===== src/rtl/reg_ctrl_pkg.sv =====
// Shared defaults and state encoding for the register-file write arbiter.
package reg_ctrl_pkg;

  localparam int DATA_W_DEF = 8;
  localparam int ADDR_W_DEF = 3;
  localparam int NREG_DEF   = 8;

  typedef enum logic {
    ST_ARB   = 1'b0,
    ST_CLEAR = 1'b1
  } arb_state_t;

  localparam logic SRC_A = 1'b0;
  localparam logic SRC_B = 1'b1;

endpackage


===== src/rtl/rr_arb2.sv =====
// Two-way round-robin pick: valids plus "B was granted last" pointer in, one-hot grant out.
module rr_arb2 (
  input  logic [1:0] i_valid,
  input  logic       i_last_b,
  output logic [1:0] o_grant
);

  // On a tie the requester that was not served last wins.
  always_comb begin
    o_grant = 2'b00;
    case (i_valid)
      2'b01:   o_grant = 2'b01;
      2'b10:   o_grant = 2'b10;
      2'b11:   o_grant = i_last_b ? 2'b01 : 2'b10;
      default: o_grant = 2'b00;
    endcase
  end

endmodule


===== src/rtl/reg_write_arbiter.sv =====
// Arbitrates two register-write requesters onto one registered write port,
// with a zero-fill sweep of the whole register file on request.
module reg_write_arbiter
  import reg_ctrl_pkg::*;
#(
  parameter int DATA_W = DATA_W_DEF,
  parameter int ADDR_W = ADDR_W_DEF,
  parameter int NREG   = NREG_DEF
) (
  input  logic              CLK,
  input  logic              RESET,
  input  logic              CLR_REQ,
  output logic              CLR_BUSY,
  input  logic              A_VALID,
  input  logic [ADDR_W-1:0] A_ADDR,
  input  logic [DATA_W-1:0] A_DATA,
  output logic              A_READY,
  input  logic              B_VALID,
  input  logic [ADDR_W-1:0] B_ADDR,
  input  logic [DATA_W-1:0] B_DATA,
  output logic              B_READY,
  output logic              WRITE,
  output logic [ADDR_W-1:0] INADDRESS,
  output logic [DATA_W-1:0] IN,
  output logic              GNT_ID
);

  localparam logic [ADDR_W-1:0] LAST_ADDR = ADDR_W'(NREG - 1);

  arb_state_t        r_state;
  logic [ADDR_W-1:0] r_cnt;
  logic              r_last_b;
  logic              r_write;
  logic [ADDR_W-1:0] r_addr;
  logic [DATA_W-1:0] r_data;
  logic              r_gnt;
  logic              r_busy;

  logic [1:0]        w_grant;
  logic              w_open;
  logic              w_acc_a;
  logic              w_acc_b;

  rr_arb2 u_rr (
    .i_valid  ({B_VALID, A_VALID}),
    .i_last_b (r_last_b),
    .o_grant  (w_grant)
  );

  // Requesters only see READY when arbitration is actually open this cycle.
  assign w_open  = !RESET && (r_state == ST_ARB) && !CLR_REQ;
  assign A_READY = w_open & w_grant[0];
  assign B_READY = w_open & w_grant[1];
  assign w_acc_a = A_READY & A_VALID;
  assign w_acc_b = B_READY & B_VALID;

  always_ff @(posedge CLK) begin
    if (RESET) begin
      r_state  <= ST_ARB;
      r_cnt    <= '0;
      r_last_b <= SRC_B;
      r_write  <= 1'b0;
      r_addr   <= '0;
      r_data   <= '0;
      r_gnt    <= SRC_A;
      r_busy   <= 1'b0;
    end else begin
      case (r_state)
        ST_ARB: begin
          if (CLR_REQ) begin
            r_state <= ST_CLEAR;
            r_write <= 1'b1;
            r_addr  <= '0;
            r_data  <= '0;
            r_busy  <= 1'b1;
            r_cnt   <= ADDR_W'(1);
          end else if (w_acc_a) begin
            r_write  <= 1'b1;
            r_addr   <= A_ADDR;
            r_data   <= A_DATA;
            r_gnt    <= SRC_A;
            r_last_b <= SRC_A;
          end else if (w_acc_b) begin
            r_write  <= 1'b1;
            r_addr   <= B_ADDR;
            r_data   <= B_DATA;
            r_gnt    <= SRC_B;
            r_last_b <= SRC_B;
          end else begin
            r_write <= 1'b0;
          end
        end
        // r_cnt holds the next sweep address; exit once the last one is on the port.
        ST_CLEAR: begin
          if (r_addr == LAST_ADDR) begin
            r_state <= ST_ARB;
            r_write <= 1'b0;
            r_busy  <= 1'b0;
            r_cnt   <= '0;
          end else begin
            r_write <= 1'b1;
            r_addr  <= r_cnt;
            r_data  <= '0;
            r_cnt   <= r_cnt + 1'b1;
          end
        end
        default: r_state <= ST_ARB;
      endcase
    end
  end

  assign WRITE     = r_write;
  assign INADDRESS = r_addr;
  assign IN        = r_data;
  assign GNT_ID    = r_gnt;
  assign CLR_BUSY  = r_busy;

endmodule


===== config.mk =====
export PLATFORM = sky130hd
export DESIGN_NAME = reg_write_arbiter
export DESIGN_NICKNAME = d
export VERILOG_FILES = /design/src/rtl/reg_ctrl_pkg.sv /design/src/rtl/rr_arb2.sv /design/src/rtl/reg_write_arbiter.sv
export SDC_FILE = /design/constraint.sdc
export NUM_CORES = 1
export LEC_CHECK = 0
export BUFFER_PORTS_ARGS = -buffer_cell sky130_fd_sc_hd__buf_4
export CAP_MARGIN = 10
export CELL_PAD_IN_SITES_DETAIL_PLACEMENT = 1
export CELL_PAD_IN_SITES_GLOBAL_PLACEMENT = 1
export CORE_MARGIN = 2
export CORE_UTILIZATION = 37
export CTS_BUF_LIST = sky130_fd_sc_hd__clkbuf_2
export CTS_CLUSTER_DIAMETER = 60
export DETAILED_ROUTE_END_ITERATION = 16
export GPL_TIMING_DRIVEN = 0
export PLACE_DENSITY = 0.95
export SYNTH_ARGS = -nofsm -noshare
export SYNTH_HDL_FRONTEND = slang
export SYNTH_HIERARCHICAL = 1
export SYNTH_SLANG_ARGS = --single-unit

===== constraint.sdc =====
create_clock -name CLK -period 2.85 [get_ports CLK]
set_input_delay 0.1425 -clock CLK [delete_from_list [all_inputs] [get_ports CLK]]
set_output_delay 0.1425 -clock CLK [all_outputs]
set_load 0.005 [all_outputs]

==> results.md <==
* Hold-fix buffers at CTS at 0
* Status: completed
* Final setup vio count at 0
* Yosys reg bits at 19
* Core area at 2430 µm²
* Max Freq at 0.526 GHz
* Yosys warning count at 6
* Most common cell after layout, fill and taps aside: buf_4
* Tightest Pin Transition at between 0.4 and 0.5 ns
* CTS tree: built
* Final Hold Vio Count at 0
* Crit path largest cell delay at 0.37 ns
* Cell taking the most area after synthesis: dfxtp_1
* Layout cell share with drive strength beyond 1 at between 30 and 40%
* Die height at 54.1 µm
* DRT Wirelength at roughly 2800 µm
* Initial antenna violation count at 0
* Initial DRC Count at 6
* Syn nets at 125
* CTS Root Cell: clkbuf_2
* Later-pin clock latency in the skew report at 0.30 ns
* Cell row count at 18
* Total GRT Usage at 20.3%
* Routability cong. at approximately 0.8
* WS Path Type: flip-flop to flip-flop
* Vias at between 900 and 1000
* CP Capture Type: flip-flop
* Starting Density at 38.1%
* P_leak at 0.572 nW
* Share of the synthesized area in the top cell type at 41.0%
* CP Data Arrival Time at 2.10 ns
* Worst Path Max Fanout at 8
* NumNets Final at 172
* Final HPWL DP at about 2100 µm
* Req. time, crit path at between 3 and 4 ns
* First-pass GRT wire length at 4370 µm
* Hold Crit Class: input port to flip-flop
* Core Util, Final at about 53%
* Ranking of synthesized cells by area: dfxtp_1 41%, o221ai_1 7.6%, a22oi_1 6.5%
* Die ar. at 2920 µm²
* Slowest-stage cell, CP: or3b_1
* Fin crit share at between 60% and 70%
* CTS clock-pin slew for the worst setup and hold paths at 0.20 ns
* TritonRoute pass-1 iters at 4
* Power after layout at 0.540 mW
* Register area share after synthesis at 41.0%
* Filler cells at roughly 300
* Area of the multi-input gates at 504 µm²
* Drt via density at 5.51
* Grt total ovfl at 0
* Cells after Synth at 97
* Peak supply drop at roughly 0.28 mV
* Crit start category: flip-flop
* Most frequent cells in the layout: 42 x buf_4, 19 x dfxtp_1, 8 x o221ai_1, 8 x nand2b_1, 8 x a22oi_1
* Largest net degree at the start of global routing at 12
* Crit-path cells: a21boi_0, nand2_1, or3b_1, clkbuf_1, o221ai_1, a22oi_1
* TritonCTS buffer count at 3
* Total setup buffers inserted after CTS at 0
* Max-slew violations at 0
* Vias in the first global route at 950
* Clock Path Buffers at 2
* Pwr per Cell Area at about 420 nW/µm²
* Residual DRC at 0
* Cell Area, Synth at ~930 µm²
* RSZ-0062 raised after global routing: no
* CTS sink count at 19
* Synth cell types at 32
* Buffers on Ports at 42
* TNS Setup at 0 ns
* Syn avg cell area at 9.56 µm²
* WL/cell at 16.0 µm
* H-tree levels at 1
* Post-CTS sizing at 0
* Sequential cell area at between 300 and 400 µm²
* Minimum clock period at 1.90 ns
* Area growth, synth to finish at 40.2%
* Ports at 43
* Ant. Diodes at 0
* Worst slew margin at 70.3%
* Skew final at a little under 0.005 ns
* Max cap viols at 0
* ANT nets after route at 0
* Die Width at 54.1 µm
==> critical path, delay by kind of cell, from the launching register on <==
| kind | cells | cell delay, ns |
|---|---|---|
| compound gates | 3 | 0.74 |
| buf+inv | 1 | 0.19 |
| flops | 1 | 0.36 |
| simple gates | 2 | 0.50 |
==> area by class of cell <==
type,count,share of cell area [%]
multi-input combinational,69,38.8
sequential,19,29.3
timing repair buffer,42,24.3
tap,30,2.89
buffer,6,2.41
clock buffer,3,1.15
inverter,3,0.866
clock inverter,1,0.385
==> flip-flops by register name, indices dropped and copies added (netlist names) <==
name	cells
CLR_BUSY	1
GNT_ID	1
IN	8
INADDRESS	3
WRITE	1
r_cnt	3
r_last_b	1
r_state	1
==> through the flow <==
step	cell area, µm²	hold WS (ns)	instances	setup slack [ns]
6_report	1300	0.121	173	0.948
5_1_grt	1300	0.114	173	0.697
4_1_cts	1300	0.119	173	0.918
3_5_place_dp	1280	0.466	169	0.948
3_3_place_gp	1280	0.453	169	1.09
2_1_floorplan	927	0.319	97	1.24
==> worst paths after layout <==
check	from	end	slack (ns)	depth (start not counted)
worst max-delay path	r_last_b	IN[2]	0.95	6
worst min-delay path	RESET	IN[7]	0.12	3
worst max register to register	r_last_b	IN[2]	0.95	6
worst min register to register	IN[5]	IN[5]	0.50	2
==> kinds of logic after synthesis <==
group / after synthesis / share of synthesized area, %
buffers and inverters: 9 / 4.59
DFF: 19 / 41.0
muxes: 3 / 4.05
and+or+nand+nor: 34 / 22.1
AOI/OAI and AO/OA: 31 / 26.9
adders and majority gates: 1 / 1.35
==> power breakdown <==
part / internal (mW) / switching (mW) / leakage [nW] / total, mW
Combinational: 0.0691 / 0.0532 / 0.399 / 0.122
Clock: 0.0319 / 0.0890 / 0.0164 / 0.121
Sequential: 0.283 / 0.0131 / 0.156 / 0.296
==> cells in the mapped netlist <==
| cell | instances |
|---|---|
| dfxtp_1 | 19 |
| a22oi_1 | 8 |
| nand2b_1 | 8 |
| o221ai_1 | 8 |
| nor2_1 | 7 |
| clkbuf_1 | 4 |
| nand2_1 | 4 |
| nor3_1 | 4 |
| a211oi_1 | 3 |
| a31oi_1 | 3 |
| inv_1 | 3 |
| a221oi_1 | 2 |
| mux2_2 | 2 |
| nand3_1 | 2 |
| nand4b_1 | 2 |
| nor4b_1 | 2 |
| a21boi_0 | 1 |
| a21boi_1 | 1 |
| a21oi_1 | 1 |
| a221oi_2 | 1 |
| a32oi_1 | 1 |
| buf_2 | 1 |
| buf_6 | 1 |
| ha_1 | 1 |
| mux2_4 | 1 |
| nand3b_1 | 1 |
| nand3b_4 | 1 |
| nand4_1 | 1 |
| nor2_2 | 1 |
| o21bai_1 | 1 |
| o22a_1 | 1 |
| or3b_1 | 1 |
==> routing by layer <==
layer | global-route usage [%] | routed length [µm] | vias up
li1 | - | - | 470
met1 | 23.7 | 1140 | 445
met2 | 40.0 | 1410 | 38
met3 | 2.50 | 216 | 0
met4 | 2.50 | 0 | 0
met5 | 0 | 0 | -
Note: power is estimated with default switching activity, not from simulation.
